**src/rtl/mem_bus_arbiter_pkg.sv**
```systemverilog
// ============================================================================
// mem_bus_arbiter_pkg
// Shared definitions for the unified-memory arbiter: grant FSM state
// encoding, counter widths and a small state-decode helper.
// No ports (package).
// ============================================================================
package mem_bus_arbiter_pkg;

    // Width of the fetch anti-starvation counter (STARVE_MAX is at most 15).
    localparam int ARB_STARVE_W = 4;

    // Width of the transaction timeout counter (TIMEOUT is at most 255).
    localparam int ARB_TMO_W = 8;

    typedef enum logic [2:0] {
        ARB_IDLE   = 3'd0,
        ARB_BUSY_I = 3'd1,
        ARB_BUSY_D = 3'd2,
        ARB_DONE_I = 3'd3,
        ARB_DONE_D = 3'd4
    } arbState_e;

    function automatic logic isBusy(input arbState_e s);
        return (s == ARB_BUSY_I) || (s == ARB_BUSY_D);
    endfunction

endpackage

```
**src/rtl/mem_bus_arbiter_timeout.sv**
```systemverilog
// ============================================================================
// mem_bus_arbiter_timeout
// Counts BUSY cycles that pass without a memory acknowledge and flags the
// cycle in which the outstanding transaction has to be abandoned.
// Ports:
//   clk_i   clock, rising edge
//   rst_ni  asynchronous active-low reset
//   clr_i   restart the count (asserted on the grant cycle)
//   en_i    advance the count by one
//   hit_o   count has reached TIMEOUT-1
// ============================================================================
module mem_bus_arbiter_timeout
    import mem_bus_arbiter_pkg::*;
#(
    parameter int TIMEOUT = 255
) (
    input  logic clk_i,
    input  logic rst_ni,
    input  logic clr_i,
    input  logic en_i,
    output logic hit_o
);

    localparam logic [ARB_TMO_W-1:0] HIT_VAL = ARB_TMO_W'(TIMEOUT - 1);

    logic [ARB_TMO_W-1:0] cnt_q;
    logic [ARB_TMO_W-1:0] cnt_d;

    // Clear wins over enable so a new grant always starts from zero.
    always_comb begin
        cnt_d = cnt_q;
        if (clr_i) begin
            cnt_d = '0;
        end else if (en_i) begin
            cnt_d = cnt_q + ARB_TMO_W'(1);
        end
    end

    always_ff @(posedge clk_i or negedge rst_ni) begin
        if (!rst_ni) begin
            cnt_q <= '0;
        end else begin
            cnt_q <= cnt_d;
        end
    end

    assign hit_o = (cnt_q == HIT_VAL);

endmodule

```
**src/rtl/mem_bus_arbiter.sv**
```systemverilog
// ============================================================================
// mem_bus_arbiter
// Shares one single-port unified memory between the CPU fetch port (i_*) and
// the data port (d_*). One transaction is outstanding at a time; data has
// priority unless fetch has been passed over STARVE_MAX times in a row.
// Transactions that never receive m_ack are aborted after TIMEOUT BUSY cycles.
// Ports:
//   clk, rst (async, active-low)
//   i_req/i_addr -> i_rdata/i_ready        fetch port
//   d_req/d_wr/d_addr/d_wdata -> d_rdata/d_ready   data port
//   m_req/m_wr/m_addr/m_wdata, m_rdata/m_ack       memory side
//   stall  combinational core stall
//   err    one-cycle pulse, together with ready, on a timeout abort
// ============================================================================
module mem_bus_arbiter
    import mem_bus_arbiter_pkg::*;
#(
    parameter int ADDR_W     = 32,
    parameter int DATA_W     = 32,
    parameter int STARVE_MAX = 3,
    parameter int TIMEOUT    = 255
) (
    input  logic              clk,
    input  logic              rst,
    input  logic              i_req,
    input  logic [ADDR_W-1:0] i_addr,
    output logic [DATA_W-1:0] i_rdata,
    output logic              i_ready,
    input  logic              d_req,
    input  logic              d_wr,
    input  logic [ADDR_W-1:0] d_addr,
    input  logic [DATA_W-1:0] d_wdata,
    output logic [DATA_W-1:0] d_rdata,
    output logic              d_ready,
    output logic              m_req,
    output logic              m_wr,
    output logic [ADDR_W-1:0] m_addr,
    output logic [DATA_W-1:0] m_wdata,
    input  logic [DATA_W-1:0] m_rdata,
    input  logic              m_ack,
    output logic              stall,
    output logic              err
);

    localparam logic [ARB_STARVE_W-1:0] STARVE_LIM = ARB_STARVE_W'(STARVE_MAX);

    arbState_e state_q;
    arbState_e state_d;

    logic [ADDR_W-1:0]       mAddr_q;
    logic [ADDR_W-1:0]       mAddr_d;
    logic                    mWr_q;
    logic                    mWr_d;
    logic [DATA_W-1:0]       mWdata_q;
    logic [DATA_W-1:0]       mWdata_d;
    logic [DATA_W-1:0]       rdata_q;
    logic [DATA_W-1:0]       rdata_d;
    logic                    abort_q;
    logic                    abort_d;
    logic [ARB_STARVE_W-1:0] starveCnt_q;
    logic [ARB_STARVE_W-1:0] starveCnt_d;

    logic idle;
    logic busy;
    logic grantD;
    logic grantI;
    logic tmoHit;

    assign idle = (state_q == ARB_IDLE);
    assign busy = isBusy(state_q);

    // Data wins unless fetch is also waiting and has already been passed over
    // STARVE_MAX times; fetch takes every IDLE cycle that data does not.
    assign grantD = idle && d_req && ((starveCnt_q < STARVE_LIM) || !i_req);
    assign grantI = idle && i_req && !grantD;

    mem_bus_arbiter_timeout #(
        .TIMEOUT (TIMEOUT)
    ) u_timeout (
        .clk_i  (clk),
        .rst_ni (rst),
        .clr_i  (grantD || grantI),
        .en_i   (busy && !m_ack),
        .hit_o  (tmoHit)
    );

    // FSM state register.
    always_ff @(posedge clk or negedge rst) begin
        if (!rst) begin
            state_q <= ARB_IDLE;
        end else begin
            state_q <= state_d;
        end
    end

    // FSM next state: an ack or a timeout both end the BUSY phase, so the
    // requester always sees a ready pulse.
    always_comb begin
        state_d = state_q;
        unique case (state_q)
            ARB_IDLE: begin
                if (grantD) begin
                    state_d = ARB_BUSY_D;
                end else if (grantI) begin
                    state_d = ARB_BUSY_I;
                end
            end
            ARB_BUSY_I: begin
                if (m_ack || tmoHit) begin
                    state_d = ARB_DONE_I;
                end
            end
            ARB_BUSY_D: begin
                if (m_ack || tmoHit) begin
                    state_d = ARB_DONE_D;
                end
            end
            ARB_DONE_I, ARB_DONE_D: begin
                state_d = ARB_IDLE;
            end
            default: begin
                state_d = ARB_IDLE;
            end
        endcase
    end

    // FSM outputs decoded from the state alone.
    always_comb begin
        m_req   = 1'b0;
        i_ready = 1'b0;
        d_ready = 1'b0;
        unique case (state_q)
            ARB_BUSY_I, ARB_BUSY_D: m_req   = 1'b1;
            ARB_DONE_I:             i_ready = 1'b1;
            ARB_DONE_D:             d_ready = 1'b1;
            default: begin
            end
        endcase
    end

    // Request latch, response capture and starvation bookkeeping. Reads of a
    // write and aborted transactions both return zero.
    always_comb begin
        mAddr_d     = mAddr_q;
        mWr_d       = mWr_q;
        mWdata_d    = mWdata_q;
        rdata_d     = rdata_q;
        abort_d     = abort_q;
        starveCnt_d = starveCnt_q;
        if (grantD) begin
            mAddr_d  = d_addr;
            mWr_d    = d_wr;
            mWdata_d = d_wdata;
            rdata_d  = '0;
            abort_d  = 1'b0;
            if (i_req && (starveCnt_q < STARVE_LIM)) begin
                starveCnt_d = starveCnt_q + ARB_STARVE_W'(1);
            end
        end else if (grantI) begin
            mAddr_d     = i_addr;
            mWr_d       = 1'b0;
            mWdata_d    = '0;
            rdata_d     = '0;
            abort_d     = 1'b0;
            starveCnt_d = '0;
        end else if (busy) begin
            if (m_ack) begin
                rdata_d = mWr_q ? '0 : m_rdata;
                abort_d = 1'b0;
            end else if (tmoHit) begin
                rdata_d = '0;
                abort_d = 1'b1;
            end
        end
    end

    always_ff @(posedge clk or negedge rst) begin
        if (!rst) begin
            mAddr_q     <= '0;
            mWr_q       <= 1'b0;
            mWdata_q    <= '0;
            rdata_q     <= '0;
            abort_q     <= 1'b0;
            starveCnt_q <= '0;
        end else begin
            mAddr_q     <= mAddr_d;
            mWr_q       <= mWr_d;
            mWdata_q    <= mWdata_d;
            rdata_q     <= rdata_d;
            abort_q     <= abort_d;
            starveCnt_q <= starveCnt_d;
        end
    end

    assign m_wr    = m_req && mWr_q;
    assign m_addr  = mAddr_q;
    assign m_wdata = mWdata_q;
    assign i_rdata = i_ready ? rdata_q : '0;
    assign d_rdata = d_ready ? rdata_q : '0;
    assign err     = (i_ready || d_ready) && abort_q;
    assign stall   = (i_req && !i_ready) || (d_req && !d_ready);

endmodule
```
**config.mk**
```make
export PLATFORM = sky130hd
export DESIGN_NAME = mem_bus_arbiter
export DESIGN_NICKNAME = d
export VERILOG_FILES = /design/src/rtl/mem_bus_arbiter_pkg.sv /design/src/rtl/mem_bus_arbiter_timeout.sv /design/src/rtl/mem_bus_arbiter.sv
export SDC_FILE = /design/constraint.sdc
export NUM_CORES = 1
export LEC_CHECK = 0
export ABC_AREA = 1
export BUFFER_PORTS_ARGS = -buffer_cell sky130_fd_sc_hd__buf_2
export CAP_MARGIN = 20
export CORE_MARGIN = 10
export CORE_UTILIZATION = 42
export DETAILED_ROUTE_END_ITERATION = 8
export GPL_ROUTABILITY_DRIVEN = 0
export PLACE_DENSITY = 0.86
export SETUP_SLACK_MARGIN = 0.5
export SYNTH_ARGS = -nofsm -noshare
export SYNTH_HDL_FRONTEND = slang
export SYNTH_SLANG_ARGS = --single-unit
export TNS_END_PERCENT = 5
```
**constraint.sdc**
```tcl
create_clock -name clk -period 1.4 [get_ports clk]
set_input_delay 0.28 -clock clk [delete_from_list [all_inputs] [get_ports clk]]
set_output_delay 0.28 -clock clk [all_outputs]
set_load 0.005 [all_outputs]
```
# Word-level counts from Yosys, hierarchy flattened
# Cells that the tools add are included.
[classes] multipliers=0 magnitude_cmp=1 n_mux=32 div=0 addsub=2 n_reduce_logical=30 bitwise=0 n_eq_ne=9 n_shift=0
[op_table] operator="$mux 32" count=12
[op_table] operator="$mux 8" count=2
[op_table] operator="$mux 3" count=4
[op_table] operator="$mux 4" count=3
[op_table] operator="$logic_and 1x1->1" count=10
[op_table] operator="$mux 1" count=10
[op_table] operator="$pmux 3 s3" count=1
[op_table] operator="$add 8x1->8 const B" count=1
[op_table] operator="$eq 8x8->1 const B" count=1
[op_table] operator="$eq 3x2->1 const B" count=2
[op_table] operator="$logic_or 1x1->1" count=6
[op_table] operator="$ne 2x1->1 const B" count=3
[op_table] operator="$logic_not 1->1" count=5
[op_table] operator="$add 4x1->4 const B" count=1
[op_table] operator="$lt 4x2->1 const B" count=1
[op_table] operator="$reduce_and 2->1" count=2
[op_table] operator="$reduce_bool 2->1" count=2
[op_table] operator="$reduce_bool 4->1" count=1
[op_table] operator="$eq 3x1->1 const B" count=1
[op_table] operator="$eq 3x3->1 const B" count=1
[op_table] operator="$logic_not 3->1" count=1
[op_table] operator="$ne 3x1->1 const B" count=1
[op_table] operator="$reduce_and 3->1" count=1
[op_table] operator="$reduce_bool 3->1" count=1
[op_table] operator="$reduce_or 2->1" count=1
[totals] latch_bits=0 ram_bits=0 register_bits=113 memories=0 out_inout_bits=134 romBits=0 in_bits=134

# Depth between registers and ports, before layout
# Gate-level depths: netlist of the first run.
[logic_depth] word_depth=8 mapped_depth=10

# Cells and area by module
# Synthesis of the first run repeated with hierarchy kept, for this count alone.
[hier_totals] cells_unflattened=728 hier_area_um2=5445.2
[modules_own_cells] mod="mem_bus_arbiter" seq_area_each_um2=2627.5 cells_each=670 instances=1 area_per_inst_um2=4986.0
[modules_own_cells] mod="mem_bus_arbiter_timeout" seq_area_each_um2=200.2 cells_each=58 instances=1 area_per_inst_um2=459.2

# Worst setup path after synthesis of the first run
# Ideal clock, no wire load.
[synth_timing] kind="register to output" startpoint="register state_q[2]" endpoint="output port i_rdata[10]" required_ns=1.120 setup_slack_ns=-0.034 arrival_time_ns=1.154 stages_incl_launch_ff=5 cell_sequence="dfrtp_1 -> nor3_1 -> inv_1 -> buf_2 -> nor2_1"
[synth_between] elab_chain_len=3
[synth_rtl] item="start: declaration" line="mem_bus_arbiter.sv:47" rtl="arbState_e state_q;"
[synth_rtl] item="start signal: assignment" line="mem_bus_arbiter.sv:92" rtl="state_q <= state_d;"
[synth_rtl] item="$eq 3x2->1" line="mem_bus_arbiter.sv:132" rtl="unique case (state_q)"
[synth_rtl] item="$mux 1" line="mem_bus_arbiter.sv:132"
[synth_rtl] item="named net i_ready" line="mem_bus_arbiter.sv:28" rtl="output logic i_ready,"
[synth_rtl] item="$mux 32" line="mem_bus_arbiter.sv:198" rtl="assign i_rdata = i_ready ? rdata_q : '0;"
[synth_rtl] item="end: declaration" line="mem_bus_arbiter.sv:27" rtl="output logic [DATA_W-1:0] i_rdata,"
# The timed path passes the listed nets, and every way through them passes these cells.

# Final worst setup path of the first run
[layout_timing] startpoint="register state_q[1]" endpoint="output port d_rdata[5]"
[layout_between] elab_chain_len=3
[layout_rtl] item="$eq 3x3->1" line="mem_bus_arbiter.sv:132"
[layout_rtl] item="$mux 1" line="mem_bus_arbiter.sv:132"
[layout_rtl] item="$mux 32" line="mem_bus_arbiter.sv:199" rtl="assign d_rdata = d_ready ? rdata_q : '0;"
[layout_rtl] item="end: declaration" line="mem_bus_arbiter.sv:33" rtl="output logic [DATA_W-1:0] d_rdata,"
# Every way passes these cells.

==> results of run 1 <==
[cell type report]
| cell class | count | area share [%] |
|---|---|---|
| Tap cell | 176 | 2.618 |
| Inverter | 90 | 4.121 |
| Sequential cell | 113 | 33.64 |
| Clock inverter | 5 | 0.8926 |
| Antenna cell | 1 | 0.02975 |
| Multi-Input combinational cell | 481 | 28.61 |
| Clock buffer | 26 | 6.055 |
| Timing Repair Buffer | 327 | 24.04 |
[worst reg2reg max path: stages, from the launching register on]
cell and delay [ns]:
dfrtp_1 0.39, inv_2 0.13, buf_4 0.14, nand3_4 0.08, nor2_4 0.15, nand2_4 0.10, clkinv_2 0.07, buf_12 0.18
nand2_1 0.14, nand2_1 0.07
[synthesized netlist by cell type]
| library cell | count |
|---|---|
| o21ai_0 | 7 |
| clkinv_2 | 1 |
| buf_1 | 3 |
| xnor2_1 | 1 |
| dfrtp_1 | 113 |
| ha_1 | 3 |
| xor2_1 | 1 |
| o21ai_4 | 1 |
| nor2_1 | 74 |
| nand3_2 | 1 |
| or2_2 | 3 |
| o22ai_1 | 1 |
| a21oi_1 | 1 |
| nor2_4 | 1 |
| nand4_1 | 34 |
| buf_4 | 6 |
| nand3b_1 | 31 |
| o21ai_1 | 14 |
| nor2_2 | 2 |
| nand2_1 | 234 |
| inv_2 | 5 |
| nand3_1 | 45 |
| buf_2 | 15 |
| inv_1 | 83 |
| buf_6 | 4 |
| o21bai_1 | 1 |
| clkinv_1 | 1 |
| nor3_1 | 1 |
| nand2_4 | 2 |
| nand2_2 | 4 |
| o21ai_2 | 19 |
| clkbuf_1 | 13 |
[cell usage in the layout (no fill, tap or decap), types with 2 or more instances in the layout]
master,n
nand2_2,5
o21ai_2,26
nor2_4,2
inv_2,5
or2_2,3
nor2_2,9
buf_6,8
o21ai_0,2
nor2_1,66
inv_1,80
o21ai_1,12
inv_4,3
bufinv_16,2
clkinv_2,4
nand2_1,231
buf_4,40
dfrtp_1,112
nand3_4,3
nand3_1,43
buf_2,263
ha_1,3
clkbuf_16,18
clkbuf_1,4
nand3b_1,31
clkbuf_8,5
buf_12,14
nand2_4,4
nand4_1,34
[state kept, by name, indices dropped and copies added (netlist names)]
signal and count:
rdata_q 32, mWr_q 1, abort_q 1, starveCnt_q 4
m_wdata 32, m_addr 32, state_q 3, u_timeout.cnt_q 8
[report_power, final]
part | total (mW) | switching, mW | internal [mW]
Sequential | 5.30 | 0.626 | 4.67
Combinational | 8.66 | 4.94 | 3.72
Clock | 4.24 | 1.40 | 2.84
Total | 18.2 | 6.97 | 11.2
[repair_timing]
item,4_1_cts,5_1_grt
hold endpoints to repair,19,0
hold buffers,1,0
buffers inserted,1,11
pin swaps,1,3
gates resized for setup,19,28
gates cloned,0,1
setup endpoints to repair,247,297
[cell families after synthesis]
group,Yosys count,synth area share (%)
and+or+nand+nor,432,33.98
buffers and inverters,131,9.925
DFF,113,49.74
AOI/OAI and AO/OA,44,5.392
adders and majority gates,3,0.6603
xor gates and xnor gates,2,0.3082
[worst max-delay path by stage]
stage,start,to,slack (ns),cells after the start
final,state_q[1],d_rdata[5],-0.46,7
after CTS,state_q[0],d_rdata[3],-0.49,7
after floorplan,u_timeout.cnt_q[0],rdata_q[2],0.05,10
after detailed placement,i_req,m_wdata[3],-0.13,5
after global routing,state_q[1],d_rdata[23],-0.53,7
after global placement,i_req,m_wdata[19],-0.07,5
[routing by layer]
layer,wire (um),share of wire (%),vias up
met2,9400,50,215
li1,-,-,2880
met3,1551,8.2,27
met5,0,0,-
met4,394,2.1,0
met1,7501,40,2728
[metrics by stage]
stage,power (mW),TNS [ns],hold slack [ns],setup WS [ns]
6_report,18.19,-36.58,0.06968,-0.4623
2_1_floorplan,9.796,0,-0.01559,0.04509
3_5_place_dp,13.18,-9.991,0.2169,-0.1287
5_1_grt,19.53,-50.98,0.06321,-0.5287
3_3_place_gp,12.93,-3.775,0.2078,-0.07333
4_1_cts,17.68,-36.01,0.04950,-0.4903
==> impl_metrics.json, run 1 <==
{
  "grt-ovfl-total": 0,
  "num_rows": 42,
  "grt_pass1_wl_mm": 28.62,
  "die_w_um": 136.3,
  "cp_max_fo": 12,
  "antenna_left": 0,
  "vdd_ir_drop_max_mv": 1.111,
  "vias": 5850,
  "reg2reg_depth": 9,
  "finalClockSkew_ns": 0.007331,
  "hold_start": "d_wdata[1]",
  "drive_gt1_share_pct": 40.02,
  "die_area_mm2": 0.01859,
  "ys.warnings.count": 0,
  "clkSinkCount": 113,
  "setup_viol": 178,
  "synth_cell_types": 32,
  "met1_usage_pct": 22.06,
  "final_cell_area_mm2": 0.008411,
  "syn_area_mm2": 0.005685,
  "required_ns": 1.12,
  "area_growth_pct": 47.93,
  "synthTopCellsByArea": "dfrtp_1, nand2_1, inv_1",
  "worstSkewPairLatency_ns": 0.40,
  "grt.met3_usage_pct": 6.974,
  "layout_min_cycle_time_ns": 1.862,
  "drc": 0,
  "arrival_ns": 1.58,
  "placedCellCount": 1173,
  "status": "finished, violations left",
  "fmax_mhz": 537.0,
  "critPathMaxStageDelay_ns": 0.39,
  "firstDrtPassIters": 5,
  "dp_hpwl_mm": 14.03,
  "rsz0062_at_grt": "yes",
  "min_to": "m_wdata[1]",
  "fin_util_pct": 63.51,
  "ys_seq_elements": 113,
  "powerDensity_mw_per_mm2": 2163,
  "drtIter0Drc": 348,
  "ff2ff_setup_slack_ns": -0.11,
  "post_synth.cell_area_avg_um2": 7.842,
  "clock_path_buffers": 2,
  "violations": "setup timing",
  "core_mm2": 0.01324,
  "start_util_pct": 42.93,
  "cts_tree": "yes",
  "cts_made_buffers": 17,
  "synth_cells": 725,
  "worstMarginPinSlew_ns": 0.5127,
  "critPathTopFamily": "buffers and inverters",
  "seqCellArea_mm2": 0.002829,
  "die_height_um": 136.3,
  "grt_max_degree": 42,
  "holdPathStages": 3,
  "hold_path.class": "in -> reg",
  "path_class": "reg -> out",
  "wirelength_mm": 18.85,
  "port_buffers": 267,
  "antenna_found_initial": 1,
  "place_area_mm2": 0.007547,
  "setup_ws_ns": -0.4623,
  "max-cap-violations": 0,
  "crit_chain": "inv_2, nand2_4, nor2_4, inv_4, clkbuf_16, nor2_1, buf_2",
  "syn_nets": 862,
  "slew-limit-headroom_pct": 65.69,
  "drt-wirelength-per-cell_um": 15.46,
  "finalNetCount": 1167,
  "ioPinCount": 268,
  "via_per_inst": 4.799,
  "power_leakage_nw": 4.772,
  "grt_pass1_vias": 5794,
  "timing.rr.end": "m_wdata[8]",
  "yosys.area.top_type": "dfrtp_1",
  "drv_slew": 0,
  "crit_slowest_cell": "dfrtp_1",
  "grt_util_met2_pct": 31.61,
  "critical_path_buf_inv_count": 4,
  "clockRootBuffer": "clkbuf_16",
  "fin_crit_sh_pct": 133.0,
  "nFillCells": 1141,
  "final_cells": 1219,
  "multi_input_area_mm2": 0.002406,
  "synth_top_area_share_pct": 49.74,
  "cts_max_level": 4,
  "worstSetupStartpointType": "flip-flop",
  "path_clk_slew_ns": 0.05,
  "cp-end-kind": "primary output",
  "hold_viol": 0,
  "grt_usage_pct": 19.21,
  "r2r-start": "state_q[0]",
  "synth_sequential_area_ratio_pct": 49.74,
  "grt.busiest_layer": "met2"
}
No activity file was read; power rests on OpenSTA's default activity.
==> run 2, diff against run 1 <==
--- a/config.mk
+++ b/config.mk
@@ -6,6 +6,7 @@
 export NUM_CORES = 1
 export LEC_CHECK = 0
 export ABC_AREA = 1
+export ABC_CLOCK_PERIOD_IN_PS = 1400
 export BUFFER_PORTS_ARGS = -buffer_cell sky130_fd_sc_hd__buf_2
 export CAP_MARGIN = 20
 export CORE_MARGIN = 10
@@ -17,4 +18,4 @@
 export SYNTH_ARGS = -nofsm -noshare
 export SYNTH_HDL_FRONTEND = slang
 export SYNTH_SLANG_ARGS = --single-unit
-export TNS_END_PERCENT = 5
+export TNS_END_PERCENT = 100
==> run 2 against run 1 <==
Against the previous run: the run still ends with setup timing left; via count rose by 20%; non-clock buffer count rose by 24; clock-buffer cell count fell by 6; core utilization rose by 9.5 points; final cell count rose by 2.6%; clock power rose by 8.5%.
==> impl_metrics.json, run 2 (synthesis results as in run 1) <==
{
  "status": "finished, violations left",
  "violations": "setup timing",
  "drv_slew": 0,
  "n_antenna_cell": 0,
  "die_w_um": 136.3,
  "hold_viol": 0,
  "crit_chain": "inv_2, nand2_4, nor2_4, inv_4, buf_12, nor2_1, buf_2",
  "port_buffers": 267,
  "worstSkewPairLatency_ns": 0.42,
  "die_area_mm2": 0.01859,
  "r2r-start": "state_q[2]",
  "path_class": "reg -> out",
  "grt_pass1_wl_mm": 32.40,
  "drt-wirelength-per-cell_um": 22.26,
  "slew-limit-headroom_pct": 64.66,
  "ff2ff_setup_slack_ns": -0.49,
  "setup_ws_ns": -0.5569,
  "antenna_found_initial": 0,
  "finalClockSkew_ns": 0.01276,
  "grt-ovfl-total": 0,
  "critPathMaxStageDelay_ns": 0.41,
  "num_rows": 42,
  "p_sw_mw": 9.529,
  "worstMarginPinSlew_ns": 0.5281,
  "drc": 0,
  "cts_max_level": 4,
  "fin_crit_sh_pct": 139.8,
  "layout_common_cells": "buf_2, nand2_1, dfrtp_1",
  "crit_slowest_cell": "dfrtp_1",
  "placedCellCount": 1170,
  "die_height_um": 136.3,
  "p_seq_share_pct": 24.6,
  "vias": 7000,
  "fmax_mhz": 511.0,
  "timing.rr.end": "m_addr[31]",
  "fin_util_pct": 73.04,
  "finalNetCount": 1199,
  "power_leakage_nw": 5.324,
  "cts_made_buffers": 17,
  "crit_start": "state_q[0]",
  "reg2reg_depth": 12,
  "antenna_left": 0,
  "area_growth_pct": 70.14,
  "path_clk_slew_ns": 0.06,
  "required_ns": 1.12,
  "holdWs_ns": 0.08226,
  "place_area_mm2": 0.007521,
  "hold_path.class": "in -> reg",
  "final_cells": 1251,
  "clockPowerShare_pct": 20.6,
  "grt_pass1_vias": 6294,
  "combinationalPowerShare_pct": 54.8,
  "arrival_ns": 1.68,
  "final_cell_area_mm2": 0.009673,
  "vdd_ir_drop_max_mv": 1.612,
  "worstSetupStartpointType": "flip-flop",
  "grt_max_degree": 77,
  "clock_path_buffers": 2,
  "clockRootBuffer": "clkbuf_16",
  "endpoint": "d_rdata[8]",
  "setup_tns_ns": -69.59,
  "via_per_inst": 5.596,
  "dp_hpwl_mm": 13.99,
  "firstDrtPassIters": 5,
  "rsz0062_at_grt": "yes",
  "powerDensity_mw_per_mm2": 2304,
  "grt_usage_pct": 21.96,
  "wirelength_mm": 27.84,
  "power.internal_mw": 12.76,
  "power.total_mw": 22.29,
  "cp-end-kind": "primary output",
  "cts_tree": "yes",
  "start_util_pct": 42.93,
  "max-cap-violations": 0,
  "cp_max_fo": 21,
  "drive_gt1_share_pct": 52.65,
  "drtIter0Drc": 714,
  "layout_min_cycle_time_ns": 1.957,
  "pre_cts_ws_ns": -0.08470,
  "core_mm2": 0.01324,
  "clkSinkCount": 113,
  "setup_viol": 183,
  "final_common_cell": "buf_2",
  "p_sw_share_pct": 42.75,
  "ioPinCount": 268
}
[run 2: worst min-delay path by stage]
stage / endpoint / cells after the start / startpoint
after floorplan: abort_q / 0 / rst
after global placement: m_addr[2] / 2 / rst
after detailed placement: m_addr[5] / 2 / rst
after CTS: m_wdata[11] / 3 / d_wdata[11]
after global routing: m_wdata[17] / 3 / d_wdata[17]
final: m_addr[30] / 3 / d_addr[30]
[run 2: cell type report]
cell class,count,area (um^2)
clock buffers,20,456.7
inverters,90,362.8
flip-flops and latches,113,2828
fillers,794,3570
well taps,176,220.2
clock inverters,12,157.7
repair buffers,351,2497
multi-input cells,482,3037
repair inverters,7,113.9
[run 2: metal layers]
metal	up-vias	part of all wire (%)	track usage, %
met5	-	0	0
met4	0	6.5	8.462
met3	188	9.8	7.860
met2	536	51	38.31
met1	3316	33	23.86
li1	2960	-	-
[run 2: worst max-delay path: cells and delay by family (launching register included)]
family	cells	cell delay [ns]
AND/OR/NAND/NOR	3	0.35
buffers and inverters	4	0.51
flip-flops	1	0.41
[run 2: power groups by stage]
| stage | Sequential [mW] | Combinational (mW) | Clock, mW |
|---|---|---|---|
| floorplan | 5.37 | 4.64 | 0 |
| CTS | 5.29 | 9.25 | 4.51 |
| global route | 5.58 | 12.9 | 4.75 |
| finish | 5.48 | 12.2 | 4.60 |
| global placement | 5.25 | 7.57 | 0 |
| detailed placement | 5.29 | 7.78 | 0 |
[run 2: repair_timing]
action / CTS / global route
cloned: 12 / 3
setup endpoints to repair: 247 / 277
resized for setup: 46 / 213
hold endpoints to repair: 113 / 0
pin swaps: 4 / 56
hold buffers: 1 / 0
buffers inserted: 20 / 13
